## config.mk

```make
export PLATFORM = sky130hd
export DESIGN_NAME = alu_arbiter_flat
export DESIGN_NICKNAME = d
export VERILOG_FILES = /design/src/rtl/alu_arbiter_if.sv /design/src/rtl/alu_arbiter.sv /design/src/flat_wrapper.sv
export SDC_FILE = /design/constraint.sdc
export NUM_CORES = 1
export LEC_CHECK = 0
export CORE_MARGIN = 2
export CORE_UTILIZATION = 35
export DETAILED_ROUTE_END_ITERATION = 10
export MAX_ROUTING_LAYER = met4
export PLACE_DENSITY = 0.83
export SLEW_MARGIN = 20
export SYNTH_ARGS = -nofsm -noshare
export SYNTH_HDL_FRONTEND = slang
export SYNTH_SLANG_ARGS = --single-unit
```

## constraint.sdc

```tcl
create_clock -name clk -period 2.92 [get_ports clk]
set_clock_uncertainty 0.15 [all_clocks]
set_input_delay 0.876 -clock clk [delete_from_list [all_inputs] [get_ports clk]]
set_output_delay 0.876 -clock clk [all_outputs]
set_load 0.02 [all_outputs]
```

## src/rtl/alu_arbiter_if.sv

```systemverilog
// Requester/ALU/response bundle between the shared-ALU arbiter and its clients.
// slave = arbiter side, master = requester/ALU side.
interface alu_arbiter_if #(
  parameter int DW  = 8,
  parameter int OPW = 4
);
  logic [1:0]     req;
  logic [OPW-1:0] req_op0;
  logic [DW-1:0]  req_a0;
  logic [DW-1:0]  req_b0;
  logic [OPW-1:0] req_op1;
  logic [DW-1:0]  req_a1;
  logic [DW-1:0]  req_b1;
  logic [1:0]     gnt;
  logic [OPW-1:0] alu_op;
  logic [DW-1:0]  alu_a;
  logic [DW-1:0]  alu_b;
  logic [DW-1:0]  alu_out;
  logic           alu_zero;
  logic [1:0]     rsp_valid;
  logic [1:0]     rsp_ready;
  logic [DW-1:0]  rsp_data;
  logic           rsp_zero;
  logic           busy;

  modport slave (
    input  req, req_op0, req_a0, req_b0, req_op1, req_a1, req_b1,
    input  alu_out, alu_zero, rsp_ready,
    output gnt, alu_op, alu_a, alu_b, rsp_valid, rsp_data, rsp_zero, busy
  );

  modport master (
    output req, req_op0, req_a0, req_b0, req_op1, req_a1, req_b1,
    output alu_out, alu_zero, rsp_ready,
    input  gnt, alu_op, alu_a, alu_b, rsp_valid, rsp_data, rsp_zero, busy
  );
endinterface

```

## src/rtl/alu_arbiter.sv

```systemverilog
// Two-requester arbiter for one shared combinational ALU with registered issue and response.
// Define ALU_ARB_RR_EN for round-robin on contention; otherwise requester 0 has fixed priority.
module alu_arbiter #(
  parameter int DW  = 8,
  parameter int OPW = 4
) (
  input logic          clk,
  input logic          rst,
  alu_arbiter_if.slave bus
);
  typedef enum logic [1:0] {IDLE = 2'd0, ISSUE = 2'd1, RESP = 2'd2} state_t;

  state_t         state_r, state_next;
  logic [1:0]     gnt_r, gnt_next;
  logic [OPW-1:0] op_r, op_next;
  logic [DW-1:0]  a_r, a_next;
  logic [DW-1:0]  b_r, b_next;
  logic [1:0]     rsp_valid_r, rsp_valid_next;
  logic [DW-1:0]  rsp_data_r, rsp_data_next;
  logic           rsp_zero_r, rsp_zero_next;
  logic           busy_r, busy_next;
  logic           id_r, id_next;
  logic           last_r, last_next;
  logic           win;
  logic           grant;

  // Winner selection; only meaningful when some request is present.
  always_comb begin
    win = 1'b0;
`ifdef ALU_ARB_RR_EN
    if (bus.req == 2'b11) begin
      win = ~last_r;
    end else begin
      win = bus.req[1];
    end
`else
    if (bus.req[0]) begin
      win = 1'b0;
    end else begin
      win = bus.req[1];
    end
`endif
  end

  // Next-state and next-output logic.
  always_comb begin
    state_next     = state_r;
    gnt_next       = 2'b00;
    op_next        = op_r;
    a_next         = a_r;
    b_next         = b_r;
    rsp_valid_next = rsp_valid_r;
    rsp_data_next  = rsp_data_r;
    rsp_zero_next  = rsp_zero_r;
    id_next        = id_r;
    last_next      = last_r;
    grant          = 1'b0;

    case (state_r)
      IDLE: begin
        if (bus.req != 2'b00) begin
          grant = 1'b1;
        end else begin
          state_next = IDLE;
        end
      end
      ISSUE: begin
        rsp_data_next  = bus.alu_out;
        rsp_zero_next  = bus.alu_zero;
        rsp_valid_next = id_r ? 2'b10 : 2'b01;
        state_next     = RESP;
      end
      RESP: begin
        // Only the owner's ready completes the handshake.
        if (bus.rsp_ready[id_r]) begin
          rsp_valid_next = 2'b00;
          if (bus.req != 2'b00) begin
            grant = 1'b1;
          end else begin
            state_next = IDLE;
          end
        end else begin
          state_next = RESP;
        end
      end
      default: begin
        state_next     = IDLE;
        rsp_valid_next = 2'b00;
      end
    endcase

    if (grant) begin
      state_next = ISSUE;
      id_next    = win;
      last_next  = win;
      gnt_next   = win ? 2'b10 : 2'b01;
      op_next    = win ? bus.req_op1 : bus.req_op0;
      a_next     = win ? bus.req_a1  : bus.req_a0;
      b_next     = win ? bus.req_b1  : bus.req_b0;
    end else begin
      gnt_next = 2'b00;
    end

    busy_next = (state_next != IDLE);
  end

  // State and output registers; async reset drops any in-flight op.
  always_ff @(posedge clk or posedge rst) begin
    if (rst) begin
      state_r     <= IDLE;
      gnt_r       <= 2'b00;
      op_r        <= '0;
      a_r         <= '0;
      b_r         <= '0;
      rsp_valid_r <= 2'b00;
      rsp_data_r  <= '0;
      rsp_zero_r  <= 1'b0;
      busy_r      <= 1'b0;
      id_r        <= 1'b0;
      last_r      <= 1'b1;
    end else begin
      state_r     <= state_next;
      gnt_r       <= gnt_next;
      op_r        <= op_next;
      a_r         <= a_next;
      b_r         <= b_next;
      rsp_valid_r <= rsp_valid_next;
      rsp_data_r  <= rsp_data_next;
      rsp_zero_r  <= rsp_zero_next;
      busy_r      <= busy_next;
      id_r        <= id_next;
      last_r      <= last_next;
    end
  end

  assign bus.gnt       = gnt_r;
  assign bus.alu_op    = op_r;
  assign bus.alu_a     = a_r;
  assign bus.alu_b     = b_r;
  assign bus.rsp_valid = rsp_valid_r;
  assign bus.rsp_data  = rsp_data_r;
  assign bus.rsp_zero  = rsp_zero_r;
  assign bus.busy      = busy_r;
endmodule
```

## src/flat_wrapper.sv

```systemverilog
// flat-port wrapper written by rule: the top's interface ports become plain ports
module alu_arbiter_flat 
#(
  parameter int DW  = 8,
  parameter int OPW = 4
)
  (clk, rst, bus_req, bus_req_op0, bus_req_a0, bus_req_b0, bus_req_op1, bus_req_a1, bus_req_b1, bus_alu_out, bus_alu_zero, bus_rsp_ready, bus_gnt, bus_alu_op, bus_alu_a, bus_alu_b, bus_rsp_valid, bus_rsp_data, bus_rsp_zero, bus_busy);
  alu_arbiter_if #(.DW(DW), .OPW(OPW)) bus_i ();
  input logic clk;
  input logic rst;
  input wire logic [$bits(bus_i.req)-1:0] bus_req;
  input wire logic [$bits(bus_i.req_op0)-1:0] bus_req_op0;
  input wire logic [$bits(bus_i.req_a0)-1:0] bus_req_a0;
  input wire logic [$bits(bus_i.req_b0)-1:0] bus_req_b0;
  input wire logic [$bits(bus_i.req_op1)-1:0] bus_req_op1;
  input wire logic [$bits(bus_i.req_a1)-1:0] bus_req_a1;
  input wire logic [$bits(bus_i.req_b1)-1:0] bus_req_b1;
  input wire logic [$bits(bus_i.alu_out)-1:0] bus_alu_out;
  input wire logic [$bits(bus_i.alu_zero)-1:0] bus_alu_zero;
  input wire logic [$bits(bus_i.rsp_ready)-1:0] bus_rsp_ready;
  output wire logic [$bits(bus_i.gnt)-1:0] bus_gnt;
  output wire logic [$bits(bus_i.alu_op)-1:0] bus_alu_op;
  output wire logic [$bits(bus_i.alu_a)-1:0] bus_alu_a;
  output wire logic [$bits(bus_i.alu_b)-1:0] bus_alu_b;
  output wire logic [$bits(bus_i.rsp_valid)-1:0] bus_rsp_valid;
  output wire logic [$bits(bus_i.rsp_data)-1:0] bus_rsp_data;
  output wire logic [$bits(bus_i.rsp_zero)-1:0] bus_rsp_zero;
  output wire logic [$bits(bus_i.busy)-1:0] bus_busy;
  assign bus_i.req = bus_req;
  assign bus_i.req_op0 = bus_req_op0;
  assign bus_i.req_a0 = bus_req_a0;
  assign bus_i.req_b0 = bus_req_b0;
  assign bus_i.req_op1 = bus_req_op1;
  assign bus_i.req_a1 = bus_req_a1;
  assign bus_i.req_b1 = bus_req_b1;
  assign bus_i.alu_out = bus_alu_out;
  assign bus_i.alu_zero = bus_alu_zero;
  assign bus_i.rsp_ready = bus_rsp_ready;
  assign bus_gnt = bus_i.gnt;
  assign bus_alu_op = bus_i.alu_op;
  assign bus_alu_a = bus_i.alu_a;
  assign bus_alu_b = bus_i.alu_b;
  assign bus_rsp_valid = bus_i.rsp_valid;
  assign bus_rsp_data = bus_i.rsp_data;
  assign bus_rsp_zero = bus_i.rsp_zero;
  assign bus_busy = bus_i.busy;
  alu_arbiter #(.DW(DW), .OPW(OPW)) u_core (.clk(clk), .rst(rst), .bus(bus_i));
endmodule
```

# Word level (Yosys, flattened, before mapping)
# Cells that the tools add are included.
# W data, S select, Z words.
# classes
bitwise_logic	1
reduce_logical	4
n_eq_ne	3
magnitude_cmp	1
mux	18
# op_table
op	n
$mux W8	2
$mux W2	7
$pmux W2 S3	2
$mux W1	5
$mux W4	1
$reduce_bool A2 Y1	2
$eq A2 B1 Y1 const B	1
$eq A2 B2 Y1 const B	1
$logic_not A2 Y1	1
$lt A1 B2 Y1 const B	1
$ne A2 B1 Y1 const B	1
$pmux W1 S2	1
$reduce_and A2 Y1	1
$not A1 Y1	1
# word_totals
word_cells	37
input_bits	55
ff_bits	37
output_inout_bits	34

# Depth between registers and ports, before layout
# depth
ltp_word	6
ltp_mapped	5
mapped_depth_nobuf	4

# Worst setup path before layout
# OpenSTA, ideal clock, no wires.
# synth_timing
path_kind	input to register
from	input port bus_req[0]
to	register u_core.a_r[4], in the netlist u_core.bus.alu_a[4]
path_slack_ps	920
setup_time_ps	123
required_ps	2647
cell_stages	5
arrival_ps	1728
path_buffers	1
cell_sequence	or2_2 clkbuf_1 nor3b_1 a21oi_1 o221a_2
# synth_via
elab_chain_cells	4
elab_cells_between_ends	6
cone_classes	5 x mux; 1 x reduce/logical
# synth_rtl
item	line	rtl
start: declaration	flat_wrapper.sv:11	input wire logic [$bits(bus_i.req)-1:0] bus_req;
$reduce_bool A2 Y1	alu_arbiter.sv:61, alu_arbiter.sv:77	
$mux W1	alu_arbiter.sv:61, alu_arbiter.sv:77	
$mux W1	alu_arbiter.sv:75	if (bus.rsp_ready[id_r]) begin
$pmux W1 S2	alu_arbiter.sv:59	case (state_r)
end signal: assignment	alu_arbiter.sv:125	a_r <= a_next;
end: declaration	alu_arbiter.sv:16	logic [DW-1:0] a_r, a_next;
# Several ways; a longest one is shown, not always the timed one.
# A chain may end at the register's enable or synchronous reset.

# Worst setup path after layout
# layout_timing
from	input port bus_rsp_ready[1]
to	register u_core.busy_r, in the netlist u_core.bus.busy
# layout_via
elab_chain_cells	6
elab_cells_between_ends	8
cone_classes	7 x mux; 1 x reduce/logical
# layout_rtl
item	line	rtl
start: declaration	flat_wrapper.sv:20	input wire logic [$bits(bus_i.rsp_ready)-1:0] bus_rsp_ready;
$mux W1 (implied by the code) * (2 in series)	alu_arbiter.sv:75	
$mux W2 or $mux W1 (tied branches)	alu_arbiter.sv:75	
$pmux W2 S3 or $pmux W1 S2 (tied branches)	alu_arbiter.sv:59	
$mux W2 *	alu_arbiter.sv:92	if (grant) begin
named net u_core.state_next[1]	alu_arbiter.sv:13	state_t state_r, state_next;
$reduce_bool A2 Y1 *	alu_arbiter.sv:104	busy_next = (state_next != IDLE);
named net u_core.busy_next	alu_arbiter.sv:21	logic busy_r, busy_next;
end signal: assignment	alu_arbiter.sv:130	busy_r <= busy_next;
end: declaration	alu_arbiter.sv:21	
# Mark *: on every way through the listed nets, which the timed path passes. The rest lies on a longest branch. The select of a mux whose other input is x is not followed.

==> PnR_summary.wiki <==
{| class="wikitable"
! Metric !! Value
|-
| Maximum capacitance violations || 0
|-
| Cts hold-fix bufs || 0
|-
| Die footprint || 0.00544 mm2
|-
| Most common cell in the netlist || dfrtp_1
|-
| Clock latency at the later pin of the worst-skew pair || 0.27 ns
|-
| Initial cell density of the core || 36.3%
|-
| Proportion of power drawn by flip-flops and latches || 34.6%
|-
| Min Tclk post-route || 2.49 ns
|-
| Total half-perimeter wirelength after legalization and detailed placement || 3160 um
|-
| Worst vdd rail ir drop || 0.419 mV
|-
| Syn Inst Count || 149
|-
| Switching power total || 1.02 mW
|-
| Clock-pin slew on the worst setup and hold paths || 0.06 ns
|-
| CTS tree || done
|-
| Average via count per standard cell || 5.15
|-
| Number of design-rule violations left by the first detailed-router iteration || 73
|-
| Number of warnings reported in the yosys synthesis log || 0
|-
| Detail-routed net length per standard cell || 14.6 um
|-
| P_int || 1.69 mW
|-
| Number of enable flip-flop cells after synthesis || 0
|-
| Total via count in the routed design || 1,504
|-
| Critical path arrival || 2.54 ns
|-
| Post-route cell area || 0.00272 mm2
|-
| Relative slew slack || 51.4%
|-
| Sequential-to-total area share from yosys stat || 54.4%
|-
| Max Transition Viols Final || 0
|-
| Final layout net count || 293
|-
| # diodes || 0
|-
| Critical path launch point type || input pin
|-
| Net Count, Synth || 204
|-
| Worst Hold Slack || 0.339 ns
|-
| Site Rows || 25
|-
| Area contributors post-synth || dfrtp_1 (54%), o221a_2 (6.6%), mux2_2 (6.0%)
|-
| Critical Path RT || 2.97 ns
|-
| Post-route DRC violation count || 0
|-
| Max frequency || 0.402 GHz
|-
| Portion of the clock cycle consumed by the worst path in the final layout || 85.2%
|-
| Total congestion overflow after global routing || 0
|-
| Post-synthesis cell type with the largest combined area || dfrtp_1
|-
| Core Area || 0.00469 mm2
|-
| Die span in y || 73.7 um
|-
| Cell area after synthesis || 0.00170 mm2
|-
| Primary flip-flop cell chosen by synthesis mapping || dfrtp_1
|-
| Area added between synthesis and finish || 59.6%
|-
| Clock tree root buffer cell || clkbuf_8
|-
| Design Power || 2.70 mW
|-
| Syn Area/Cell || 11.4 um2
|-
| Instance area after placement || 0.00263 mm2
|-
| Slew at the pin with the worst max-slew slack || 0.727 ns
|-
| Die width || 73.7 um
|-
| Setup violation total in the final timing report || 0
|-
| Setup Total Neg Slack || 0 ns
|-
| Count of TritonRoute iterations in the first routing pass || 4
|-
| Global-route usage over all layers || 16.8%
|-
| Global placement routability congestion || 0.764
|-
| Most instantiated cells after synthesis || dfrtp_1 (37), a21oi_1 (13), nor2_1 (10), nor3b_1 (10), o221a_2 (10)
|-
| Part of the total power dissipated in the clock network || 13.0%
|-
| Count of buffers inserted at the top-level ports || 88
|-
| Library cells used by synthesis || 31
|-
| Worst-path fanout max || 11
|-
| Combinational fraction of design power || 52.4%
|-
| Power density relative to cell area || 995 mW/mm2
|-
| Leak Pwr || 1.09 nW
|-
| Pin count of the biggest net entering global routing || 38
|-
| Number of hold violations in the final report || 0
|-
| Number of I/O pins || 89
|-
| Largest buffer count on any clock path || 2
|-
| Fraction of registers with async set/reset || 100%
|-
| Type of the setup path with the least slack || input pin to flop
|-
| First-pass GRT wire length || 6920 um
|-
| Unrepaired setup endpoints after global routing || no
|-
| Cts repair resizes || 0
|-
| Post-CTS repair timing setup buffer count || 0
|-
| Sw frac || 37.6%
|-
| Number of buffers added by the clock tree synthesis step || 5
|-
| Kind of path behind the tightest hold check || flop to flop
|-
| H-tree levels || 2
|-
| Layout cell share with drive strength beyond 1 || 14.3%
|-
| Vias in the first global route || 1,522
|-
| Number of antenna violations at the first check in global routing || 0
|-
| Run status || finished clean
|-
| Number of sinks handled by clock tree synthesis || 37
|-
| Remaining antenna violation count after routing || 0
|-
| Crit path capture type || flop
|-
| Area fraction of the dominant cell type after synthesis || 54.4%
|-
| Synthesized flop and latch total || 37
|-
| Wire length reported by the detailed router || 4270 um
|}
==> sequential cells by signal, summed over array words and instances, names as in the netlist <==
| register | count |
|---|---|
| u_core.bus.alu_a | 8 |
| u_core.bus.alu_b | 8 |
| u_core.bus.alu_op | 4 |
| u_core.bus.busy | 1 |
| u_core.bus.gnt | 2 |
| u_core.bus.rsp_data | 8 |
| u_core.bus.rsp_valid | 2 |
| u_core.bus.rsp_zero | 1 |
| u_core.id_r | 1 |
| u_core.state_r | 2 |
==> routing by layer <==
layer / up-vias / wire length [um] / track usage [%]
met4: 0 / 31 / 4.24
met2: 46 / 2080 / 26.8
met1: 722 / 1920 / 21.6
met3: 5 / 235 / 3.84
li1: 731 / - / -
met5: - / 0 / -
==> cell usage in the layout (no fill, tap or decap), drive strengths merged <==
cell / netlist / routed
clkbuf: 5 / 7
nand2: 7 / 7
o22ai: 1 / 1
a31oi: 1 / 1
o21ai: 3 / 3
clkdlybuf4s50: 0 / 88
or2: 2 / 2
buf: 6 / 5
nor2b: 2 / 2
and2: 1 / 1
nor3b: 10 / 10
inv: 6 / 6
o211ai: 1 / 1
o221a: 10 / 10
a32o: 1 / 1
o21a: 1 / 1
mux2i: 1 / 1
a21oi: 14 / 14
nor2: 10 / 10
a22oi: 9 / 9
dfrtp: 37 / 37
o2bb2ai: 9 / 9
nand3: 1 / 1
nand2b: 1 / 1
mux2: 9 / 9
a21o: 1 / 1
==> worst max-delay path, cell delays in order <==
cell and delay [ns]:
clkdlybuf4s50_1 0.44, mux2i_1 0.42, nand2_1 0.37, o21ai_0 0.30, nand2b_1 0.13
==> kinds of logic (layout without fill, tap and decap cells) <==
logic type	count (synthesis)	in the layout	share of synthesized area (%)
buffers and inverters	17	106	4.70
multiplexers	10	10	6.54
AO/OA/AOI/OAI	51	51	23.5
flip-flops	37	37	54.4
AND/OR/NAND/NOR	34	34	10.8
==> stage by stage <==
step / worst slack (ns) / utilization [%] / std cells
detailed placement: 0.161 / 56.1 / 285
finish: 0.431 / 57.9 / 292
CTS: 0.454 / 57.9 / 292
floorplan: 0.920 / - / 149
global route: 0.278 / 57.9 / 292
global placement: 0.196 / 56.1 / 285
==> power groups by stage <==
stage / registers [mW] / clock network [mW] / logic (mW)
after floorplan: 1.20 / 0 / 0.538
after global placement: 0.937 / 0 / 1.41
after detailed placement: 0.941 / 0 / 1.43
after CTS: 0.937 / 0.363 / 1.43
after global routing: 0.972 / 0.384 / 1.52
final: 0.935 / 0.352 / 1.42
==> final timing paths <==
path / startpoint / to / slack [ns] / depth (start not counted)
max in group asynchronous: rst / u_core.bus.busy / 1.43 / 3
worst max-delay path: bus_rsp_ready[1] / u_core.bus.busy / 0.43 / 5
min in group asynchronous: rst / u_core.bus.rsp_data[0] / 0.86 / 3
worst max register to register: u_core.id_r / u_core.bus.busy / 0.96 / 4
worst min register to register: u_core.bus.alu_op[1] / u_core.bus.alu_op[1] / 0.34 / 1
worst min-delay path: u_core.bus.alu_op[1] / u_core.bus.alu_op[1] / 0.34 / 1
==> cell type report <==
cell class / instances / area (um2)
Fill cell: 424 / 1980
Multi-Input combinational cell: 95 / 696
Sequential cell: 37 / 926
Tap cell: 54 / 67.6
Clock buffer: 7 / 86.3
Timing Repair Buffer: 93 / 918
Inverter: 6 / 22.5
Power figures use the tool's default switching activity.
